File: config.mk
export PLATFORM = sky130hd
export DESIGN_NAME = i2c_cmd_arbiter
export DESIGN_NICKNAME = d
export VERILOG_FILES = /design/src/rtl/i2c_cmd_arbiter.sv
export SDC_FILE = /design/constraint.sdc
export NUM_CORES = 1
export LEC_CHECK = 0
export CORE_ASPECT_RATIO = 0.6
export CORE_MARGIN = 2
export CORE_UTILIZATION = 45
export CTS_BUF_LIST = sky130_fd_sc_hd__clkbuf_8
export CTS_CLUSTER_DIAMETER = 100
export CTS_CLUSTER_SIZE = 25
export DETAILED_ROUTE_END_ITERATION = 8
export GPL_TIMING_DRIVEN = 0
export MAX_ROUTING_LAYER = met4
export PLACE_DENSITY_LB_ADDON = 0.3
export REMOVE_ABC_BUFFERS = 1
export SETUP_SLACK_MARGIN = 0.4
export SYNTH_ARGS = -nofsm -noshare
export SYNTH_HDL_FRONTEND = slang
export SYNTH_SLANG_ARGS = --single-unit
File: constraint.sdc
create_clock -name ACLK -period 2.94 [get_ports ACLK]
set_input_delay 0.441 -clock ACLK [delete_from_list [all_inputs] [get_ports ACLK]]
set_output_delay 0.441 -clock ACLK [all_outputs]
set_load 0.005 [all_outputs]
File: src/rtl/i2c_cmd_arbiter.sv
// Round-robin arbiter that serialises write and read register commands onto a
// single I2C master command port and routes each completion to its requester.
module i2c_cmd_arbiter #(
   parameter int TIMEOUT_CYCLES = 1024
) (
   input  logic        ACLK,
   input  logic        ARESET,
   input  logic        WR_REQ_VALID,
   output logic        WR_REQ_READY,
   input  logic [19:0] WR_REQ_ADDR_DATA,
   input  logic        RD_REQ_VALID,
   output logic        RD_REQ_READY,
   input  logic [11:0] RD_REQ_ADDR,
   output logic        CMD_VALID,
   input  logic        CMD_READY,
   output logic        CMD_RW,
   output logic [3:0]  CMD_DEV,
   output logic [7:0]  CMD_REG,
   output logic [7:0]  CMD_WDATA,
   input  logic        CMD_DONE,
   input  logic        CMD_NACK,
   input  logic [7:0]  CMD_RDATA,
   output logic        WR_RSP_VALID,
   input  logic        WR_RSP_READY,
   output logic [1:0]  WR_RSP,
   output logic        RD_RSP_VALID,
   input  logic        RD_RSP_READY,
   output logic [1:0]  RD_RSP,
   output logic [7:0]  RD_RSP_DATA
);

   typedef enum logic [1:0] {S_IDLE, S_ISSUE, S_WAIT, S_RESP} state_e;

   localparam logic [15:0] TO_LAST = 16'(TIMEOUT_CYCLES - 1);

   state_e      state_q;
   logic        last_rd_q;
   logic [15:0] cnt_q;
   logic        cmd_valid_q;
   logic        cmd_rw_q;
   logic [3:0]  cmd_dev_q;
   logic [7:0]  cmd_reg_q;
   logic [7:0]  cmd_wdata_q;
   logic        wr_rsp_valid_q;
   logic        rd_rsp_valid_q;
   logic [1:0]  rsp_code_q;
   logic [7:0]  rsp_data_q;

   logic idle;
   logic grant_wr;
   logic grant_rd;
   logic rsp_hs;

   // Ties go to the requester that did not win last time.
   assign idle     = (state_q == S_IDLE) && !ARESET;
   assign grant_wr = idle && WR_REQ_VALID && (!RD_REQ_VALID || last_rd_q);
   assign grant_rd = idle && RD_REQ_VALID && !grant_wr;
   assign rsp_hs   = (wr_rsp_valid_q && WR_RSP_READY) || (rd_rsp_valid_q && RD_RSP_READY);

   assign WR_REQ_READY = grant_wr;
   assign RD_REQ_READY = grant_rd;
   assign CMD_VALID    = cmd_valid_q;
   assign CMD_RW       = cmd_rw_q;
   assign CMD_DEV      = cmd_dev_q;
   assign CMD_REG      = cmd_reg_q;
   assign CMD_WDATA    = cmd_wdata_q;
   assign WR_RSP_VALID = wr_rsp_valid_q;
   assign RD_RSP_VALID = rd_rsp_valid_q;
   assign WR_RSP       = rsp_code_q;
   assign RD_RSP       = rsp_code_q;
   assign RD_RSP_DATA  = rsp_data_q;

   always_ff @(posedge ACLK) begin
      if (ARESET) begin
         state_q        <= S_IDLE;
         last_rd_q      <= 1'b1;
         cnt_q          <= '0;
         cmd_valid_q    <= 1'b0;
         cmd_rw_q       <= 1'b0;
         cmd_dev_q      <= '0;
         cmd_reg_q      <= '0;
         cmd_wdata_q    <= '0;
         wr_rsp_valid_q <= 1'b0;
         rd_rsp_valid_q <= 1'b0;
         rsp_code_q     <= '0;
         rsp_data_q     <= '0;
      end else begin
         case (state_q)
            S_IDLE: begin
               if (grant_wr) begin
                  last_rd_q   <= 1'b0;
                  cmd_rw_q    <= 1'b0;
                  cmd_dev_q   <= WR_REQ_ADDR_DATA[19:16];
                  cmd_reg_q   <= WR_REQ_ADDR_DATA[15:8];
                  cmd_wdata_q <= WR_REQ_ADDR_DATA[7:0];
                  cmd_valid_q <= 1'b1;
                  state_q     <= S_ISSUE;
               end else if (grant_rd) begin
                  last_rd_q   <= 1'b1;
                  cmd_rw_q    <= 1'b1;
                  cmd_dev_q   <= RD_REQ_ADDR[11:8];
                  cmd_reg_q   <= RD_REQ_ADDR[7:0];
                  cmd_wdata_q <= 8'h00;
                  cmd_valid_q <= 1'b1;
                  state_q     <= S_ISSUE;
               end
            end
            S_ISSUE: begin
               if (CMD_READY) begin
                  cmd_valid_q <= 1'b0;
                  cnt_q       <= '0;
                  state_q     <= S_WAIT;
               end
            end
            S_WAIT: begin
               // A completion in the timeout cycle still counts as a completion.
               if (CMD_DONE) begin
                  rsp_code_q     <= CMD_NACK ? 2'b10 : 2'b00;
                  rsp_data_q     <= cmd_rw_q ? CMD_RDATA : 8'h00;
                  wr_rsp_valid_q <= !cmd_rw_q;
                  rd_rsp_valid_q <= cmd_rw_q;
                  state_q        <= S_RESP;
               end else if (cnt_q == TO_LAST) begin
                  rsp_code_q     <= 2'b11;
                  rsp_data_q     <= 8'h00;
                  wr_rsp_valid_q <= !cmd_rw_q;
                  rd_rsp_valid_q <= cmd_rw_q;
                  state_q        <= S_RESP;
               end else begin
                  cnt_q <= cnt_q + 16'd1;
               end
            end
            S_RESP: begin
               if (rsp_hs) begin
                  wr_rsp_valid_q <= 1'b0;
                  rd_rsp_valid_q <= 1'b0;
                  state_q        <= S_IDLE;
               end
            end
            default: state_q <= S_IDLE;
         endcase
      end
   end

endmodule

; Yosys cells after proc, flatten, opt, wreduce, memory -nomap -nowiden
; Cells that the tools add are included.
[totals]
register_bits = 53
inputBits = 49
out_inout_bits = 38
elab_cells = 82
[op_classes]
addsub = 1
eq_ne = 10
muxes = 34
reduce_logical = 25
[ops]
columns = operator, count
row1 = $mux W8, 7
row2 = $mux W16, 3
row3 = $pmux W16 S2, 1
row4 = $add A16 B1 Y16 const B, 1
row5 = $eq A16 B10 Y1 const B, 1
row6 = $mux W2, 8
row7 = $reduce_bool A2 Y1, 5
row8 = $mux W1, 9
row9 = $mux W4, 2
row10 = $ne A2 B2 Y1 const B, 4
row11 = $pmux W2 S4, 1
row12 = $reduce_and A4 Y1, 2
row13 = $logic_and A1 B1 Y1, 7
row14 = $ne A3 B3 Y1 const B, 2
row15 = $pmux W1 S2, 3
row16 = $reduce_and A3 Y1, 2
row17 = $eq A2 B2 Y1 const B, 2
row18 = $logic_not A1 Y1, 4
row19 = $reduce_and A2 Y1, 2
row20 = $eq A2 B1 Y1 const B, 1
row21 = $logic_not A2 Y1, 1
row22 = $logic_or A1 B1 Y1, 2

; Depth between registers and ports, before layout
[depth]
word_depth = 9
mapped_depth = 8
mapped_depth_nobuf = 6

; Least setup slack after synthesis
; No wires, ideal clock.
[synth_timing]
kind = register to register
start = reg cnt_q[13]
end = reg state_q[0]
setup_time_ns = 0.086
arrival_time_ns = 2.069
required_time_ns = 2.854
path_slack_ns = 0.784
stages_incl_launch_ff = 5
n_path_buf = 0
period_less_slack_ns = 2.156
path_cell_list = dfxtp_1 -> or4_4 -> o41a_4 -> a2111o_1 -> a221oi_2
[synth_via]
elab_chain_cells = 3
[synth_rtl]
columns = element, line
row1 = "start, declared", 38  ; logic [15:0] cnt_q;
row2 = "start signal, assigned", 130  ; cnt_q <= cnt_q + 16'd1;
row3 = $eq A16 B10 Y1, 123  ; end else if (cnt_q == TO_LAST) begin
row4 = $ne A3 B3 Y1 (no source line), -
row5 = $reduce_and A4 Y1 (no source line), -
row6 = "end signal, assigned", 122  ; state_q <= S_RESP;
row7 = "end signal, assigned", 128  ; state_q <= S_RESP;
row8 = "end signal, assigned", 137  ; state_q <= S_IDLE;
row9 = "end, declared", 36  ; state_e state_q;
; Every way passes these cells.
; A chain may end at the register's enable or synchronous reset.

; Worst setup path after layout
[layout_timing]
start = reg state_q[0]
end = out WR_REQ_READY
[layout_via]
elab_chain_cells = 4
[layout_rtl]
columns = element, line
row1 = "start signal, assigned", 75  ; state_q <= S_IDLE;
row2 = "start signal, assigned", 97  ; state_q <= S_ISSUE;
row3 = "start signal, assigned", 105  ; state_q <= S_ISSUE;
row4 = $logic_not A2 Y1, 55  ; assign idle = (state_q == S_IDLE) && !ARESET;
row5 = $logic_and A1 B1 Y1, 55
row6 = $logic_and A1 B1 Y1 (2 in a row), 56  ; assign grant_wr = idle && WR_REQ_VALID && (!RD_REQ_VALID || last_rd_q);
row7 = "end, declared", 9  ; output logic WR_REQ_READY,
; Every way passes these cells.

==> results.py <==
metrics = {
    "outcome": {
        "outcome": "complete, no violations",
    },
    "die": {
        "fp-row-count": 21,
        "die_y_um": 62.0,
        "design.core.area_um2": 5490,
        "die_wd_um": 101,
        "initial_utilization_pct": 45.9,
        "die-area_um2": 6240,
        "floorplan.io_pins": 87,
    },
    "placed_design": {
        "placement.io_buffers": 86,
        "gpl.final_weighted_congestion": 0.858,
        "post-dp-hpwl_mm": 4.79,
    },
    "worst_setup_path": {
        "max_stage_delay_ns": 0.49,
        "critical_path.top_delay_family": "buffers and inverters",
        "crit_fanout": 5,
        "criticalPathCategory": "flip-flop to output port",
        "critical_path.startpoint_type": "flip-flop",
        "crit_chain": "inv_1 -> ha_2 -> nor2b_4 -> and3_4 -> buf_4 -> clkdlybuf4s50_1",
        "crit_path_top_delay_cell": "clkdlybuf4s50_1",
        "worst_ep_required_time_ns": 2.50,
        "path_buf_inv": 3,
        "cp-end-kind": "output port",
        "worst-endpoint-arrival_ns": 1.99,
    },
    "cts": {
        "tritoncts_buffer_count": 5,
        "path_clk_slew_ns": 0.09,
        "ctsLongestPathBuffers": 2,
        "holdBufCountCts": 0,
        "cts.htree.levels": 2,
        "clock-root-buffer": "clkbuf_8",
        "cts_sinks": 53,
        "cts_tree": "built",
        "clock_insertion_delay_worst_skew_ns": 0.30,
    },
    "finish": {
        "area_growth_syn_to_layout_pct": 41.0,
        "layout.cells.most_common_list": "clkdlybuf4s50_1 (84), dfxtp_1 (51), nor2_1 (28), nand2_1 (23), mux2i_1 (18)",
        "regArea_um2": 1060,
        "layout_commonest_cell": "clkdlybuf4s50_1",
        "final_net_count": 415,
        "multi_input_comb_area_um2": 1390,
        "num_antenna_cells": 0,
        "fillCellCount": 453,
        "final_layout_size_suffix_gt1_share_pct": 7.76,
    },
    "synth": {
        "yosysWarnings": 0,
        "netlist.area_leader.share_pct": 42.1,
        "postSynthAreaPerCell_um2": 8.94,
        "synthesis.area_um2": 2520,
        "synth.largest_area_cell": "dfxtp_1",
        "count_of_flip_flops_with_a_built_in_enable_after_synthesis": 0,
        "ys_types": 48,
        "seq_area_frac_synth_pct": 42.1,
        "ys_top_cells_by_area": "dfxtp_1 (42%), mux2i_1 (7.1%), a211oi_1 (4.5%)",
        "synth_seq_cells": 53,
        "async_flop_share_pct": 0,
        "mapped_cells": 282,
        "postSynth.topFlopCell": "dfxtp_1",
    },
    "timing": {
        "max-slew-margin-rel_pct": 40.3,
        "layout_min_cycle_time_ns": 2.43,
        "timing_max_transition_violations_final": 0,
        "setup-tns-final_ns": 0,
        "fmaxAchievable_mhz": 412,
        "grt_setup_unrepaired": "no",
        "final.period_utilization_pct": 82.5,
        "final-hold-violation-count": 0,
        "timing.final.setup_violations": 0,
        "tightestPinTransition_ns": 0.891,
        "clock_tree_skew_after_final_layout_ns": 0.0104,
    },
    "min_path": {
        "hold_path_class": "flip-flop to flip-flop",
    },
    "power": {
        "internal_power_summed_over_all_cells_mw": 1.45,
        "cellPowerDensity_nw_per_um2": 616,
        "leakagePower_nw": 1.29,
        "clkPwrFrac_pct": 20.6,
        "power_mw": 2.19,
        "ir_drop_mv": 0.331,
        "power.switching_fraction_pct": 33.7,
        "power.share.combinational_pct": 39.8,
        "power_frac_seq_pct": 39.6,
        "switchingPower_uw": 738,
    },
    "grt": {
        "first_global_vias": 2120,
        "grt_pass1_wl_mm": 10.3,
        "grt_start_max_net_pins": 48,
        "grt_overflow": 0,
        "grtUsageTotal_pct": 21.6,
        "grt_antenna_before_repair": 0,
    },
    "drt": {
        "routed_wire_length_per_instance_um": 15.7,
        "antenna_violating_nets_post_route": 0,
        "aggregate_routed_wire_length_mm": 6.73,
        "drt_iter0_drc": 169,
        "drt-pass1-iter-count": 5,
        "num_vias": 2424,
        "drcViolationCount": 0,
        "detail_route.vias_per_cell": 5.64,
    },
    "flow_run": {
        "timing.max_cap.violations": 0,
    },
}
-- metrics by stage --
step	area, µm²	setup WS (ns)	util, %	cells	hold WS (ns)
2_1_floorplan	2450	0.607	-	264	0.421
3_3_place_gp	3390	-1.47	61.8	419	0.451
3_5_place_dp	3400	-0.444	61.9	419	0.462
4_1_cts	3540	0.218	64.5	430	0.487
5_1_grt	3560	0.397	64.8	430	0.516
6_report	3560	0.514	64.8	430	0.490
-- synth_stat cells, drive strengths merged (5+ instances only) --
library cell and number:
mux2i 18, a22oi 8, o21ai 7, nand3 8, nand4 8, nand2 23
nor2 28, clkbuf 13, buf 5, a21oi 6, nor3 5, a22o 8
inv 10, ha 6, or3 10, dfxtp 53, a211oi 15
-- routing by layer --
metal	GRT usage, %	part of all wire (%)	up-vias
met4	4.11	0.40	0
li1	-	-	1206
met3	5.37	6.6	4
met1	31.3	49	1127
met2	30.6	44	87
met5	-	0	-
-- final timing paths --
kind,startpoint,to,slack [ns],depth (start not counted)
setup / recovery,state_q[0],WR_REQ_READY,0.51,6
hold / removal,RD_RSP_DATA[5],RD_RSP_DATA[5],0.49,1
hold reg to reg,RD_RSP_DATA[5],RD_RSP_DATA[5],0.49,1
setup reg to reg,state_q[0],cnt_q[8],0.57,6
-- sequential cells by signal (all words and copies together) (netlist names) --
register	cells
cnt_q	16
CMD_RW	1
CMD_WDATA	8
RD_RSP	2
RD_RSP_DATA	8
WR_RSP_VALID	1
RD_RSP_VALID	1
state_q	2
CMD_VALID	1
last_rd_q	1
CMD_REG	8
CMD_DEV	4
-- logic make-up after synthesis --
kind of cell,Yosys count,synth area share [%]
flip-flops,53,42.1
adder cells (fa/ha/maj),6,2.98
AND/OR/NAND/NOR,105,21.1
AO/OA/AOI/OAI,71,22.1
buffers and inverters,29,4.61
multiplexers,18,7.14
-- power by group through the flow --
stage	combinational, mW	clock [mW]	sequential, mW
after CTS	0.858	0.457	0.863
after global placement	0.813	0	0.875
after floorplan	0.475	0	0.881
final	0.870	0.451	0.868
after global routing	0.961	0.483	0.879
after detailed placement	0.836	0	0.880
-- layout make-up --
cell class	instances	area share (%)
Sequential cell	53	29.9
Multi-Input combinational cell	201	39.0
Clock buffer	7	2.71
Inverter	11	1.16
Clock inverter	1	0.141
Timing Repair Buffer	88	24.6
Tap cell	69	2.43
-- timing repair --
item                       in CTS  in global routing
resized for setup               5                  6
cloned                          1                  0
setup endpoints to repair      11                 15
buffers inserted                2                  0
pin swaps                       1                  0
(Power assumes the default switching activity.)
==> patch (config.mk and constraints unchanged) <==
The parameter `TIMEOUT_CYCLES` goes from 1024 to 768.
--- a/src/rtl/i2c_cmd_arbiter.sv
+++ b/src/rtl/i2c_cmd_arbiter.sv
@@ -1,7 +1,7 @@
 // Round-robin arbiter that serialises write and read register commands onto a
 // single I2C master command port and routes each completion to its requester.
 module i2c_cmd_arbiter #(
-   parameter int TIMEOUT_CYCLES = 1024
+   parameter int TIMEOUT_CYCLES = 768
 ) (
    input  logic        ACLK,
    input  logic        ARESET,
Function: same outputs for any inputs over 4 cycles, from zero or initial values and one cycle with ARESET high; that may be too few to reach the edited logic, so the function may still have changed.
==> patch against the unedited design <==
Critical path type unchanged; setup slack worse by 17 ps; design area down 1.2%; routed wire length up 0.74%; total power down 0.77%; final cell count down 1.6%; synthesized area down 0.69%; critical endpoint unchanged; fmax down 0.68%; core utilization up 2.7 points; sequential cell count unchanged; non-clock buffer count up 4; die area down 0.66%; worst hold slack worse by 6.8 ps; clock power down 12%; critical path depth unchanged.
==> patch: results (changes against the unedited design) <==
Detailed routing
  – Number of DRC markers in iteration 0: 114 (-33%)
  – Number of routed nets with antenna violations: 0 (unchanged)
  – Drt total wl: 6.78 mm (+0.74%)
  – Vias: 2412 (-0.50%)
  – Initial DRT Pass Iterations: 4 (-1)

Logic synthesis
  – Seq/Total Area, Yosys: 42.4% (+0.29 points)
  – Synth top area cells: dfxtp_1, mux2i_1, nor2_1
  – Synth async-reset ratio: 0% (unchanged)
  – Synth warn: 0 (unchanged)
  – Commonest cells in the netlist: dfxtp_1, nor2_1, nand2_1
  – Netlist cell types: 48 (unchanged)

Place
  – Dpl hpwl: 4.85 mm (+1.1%)
  – GP Congestion: 0.907 (+5.8%)
  – Pre-CTS WS: -326 ps (+118 ps)
  – Port bufs: 86 (unchanged)
  – DP Area: 3360 um2 (-1.2%)

Run
  – Max-cap violation count: 0 (unchanged)

Global routing
  – Vias in the first global route: 2226 (+5.0%)
  – Initial antenna violation count: 0 (unchanged)
  – Overall routing resource usage: 22.8% (+1.1 points)
  – Largest net degree at the start of global routing: 46 (-4.2%)
  – First-pass GRT wire length: 10.5 mm (+2.0%)

Power and ir drop
  – Static Leakage: 1.28 nW (-1.1%)
  – Peak supply drop: 0.315 mV (-5.0%)

Cells and area
  – ANT cells: 0 (unchanged)
  – Fill cell count: 416 (-8.2%)
  – Most flop-heavy register: cnt_q
  – Share of cells above drive strength 1: 8.40% (+0.65 points)
  – Final Util: 67.5% (+2.7 points)
  – Max reg flops: 16 (unchanged)
  – Fin nets: 411 (-0.96%)

Setup path
  – Crit path capture: WR_REQ_READY
  – R2R depth: 6 (unchanged)
  – Worst r2r src: state_q[1]
  – Worst R2R Setup Slack: 690 ps (+120 ps)
  – Worst Path Arrival: 2000 ps
  – CP Max Fanout: 10 (+5)
  – Reg-to-reg endpoint: cnt_q[7]
  – CP Launch Point: state_q[0]

Min path
  – HP Class: register to register
  – Worst hold path startpoint: RD_RSP_DATA[7]
  – Hold Path Depth: 1 (unchanged)
  – WHS Endpoint: RD_RSP_DATA[7]

Timing
  – Fin Clk Skew: 5.21 ps (-5.23 ps)
  – Hold Worst Slack: 483 ps (-6.76 ps)
  – Tcrit/Tclk final: 83.1% (+0.57 points)
  – Worst Max-Slew Pin Slew: 929 ps (+38.1 ps)

Clock tree
  – Clock transition at the registers of the reported paths: 90 ps (about the same)
  – CTS buffer count: 5 (unchanged)
  – Clock latency on the worst-skew pair: 300 ps (about the same)
  – Root Buffer Master: clkbuf_8
  – H-tree Lvls: 2 (unchanged)
  – Maximum clock path buffer count: 2 (unchanged)

Status
  – Outcome: finished clean
-- patch: through the flow --
stage,TNS (ps),instances
finish,0,423
global route,0,423
CTS,0,420
detailed placement,-463,408
global placement,-17730,408
floorplan,0,256
-- patch: logic make-up (layout without fill, tap and decap cells) --
| group | Yosys count | after routing | share of synthesized area (%) |
|---|---|---|---|
| adder cells (fa/ha/maj) | 6 | 6 | 3.00 |
| multiplexers | 21 | 21 | 8.39 |
| AND/OR/NAND/NOR | 105 | 106 | 22.7 |
| AO/OA/AOI/OAI | 64 | 64 | 19.0 |
| flip-flops | 53 | 53 | 42.4 |
| buffers and inverters | 25 | 107 | 4.60 |
-- patch: per-layer routing --
layer  part of all wire [%]  wire length [um]  track usage (%)
met5                      0                 0                -
met4                   0.87                59             5.48
met3                    7.8               526             5.82
met2                     45              3050             35.4
met1                     46              3140             30.2
-- patch: critical path, cell delays in order, from the launching register on --
cell and delay (ps):
dfxtp_2 340, inv_2 90, ha_1 170, nor2b_4 200, and3_4 210, buf_6 160
clkdlybuf4s50_1 520
-- patch: area by class of cell --
| cell class | count | area share [%] |
|---|---|---|
| clock inverter | 3 | 0.392 |
| inverter | 7 | 0.748 |
| clock buffer | 5 | 1.96 |
| timing repair buffer | 92 | 25.9 |
| multi-input combinational | 197 | 38.4 |
| sequential | 53 | 30.3 |
| tap | 66 | 2.35 |
-- patch: power by group --
part	switching, mW	internal, mW	total [mW]
sequential	0.0552	0.811	0.867
clock	0.233	0.162	0.395
combinational	0.450	0.461	0.911
-- patch: timing repair --
item                       in CTS  in global routing
gates cloned                    1                  0
setup endpoints to repair       2                  5
gates resized for setup         7                  2
pin swaps                       1                  1
setup buffers                   3                  2
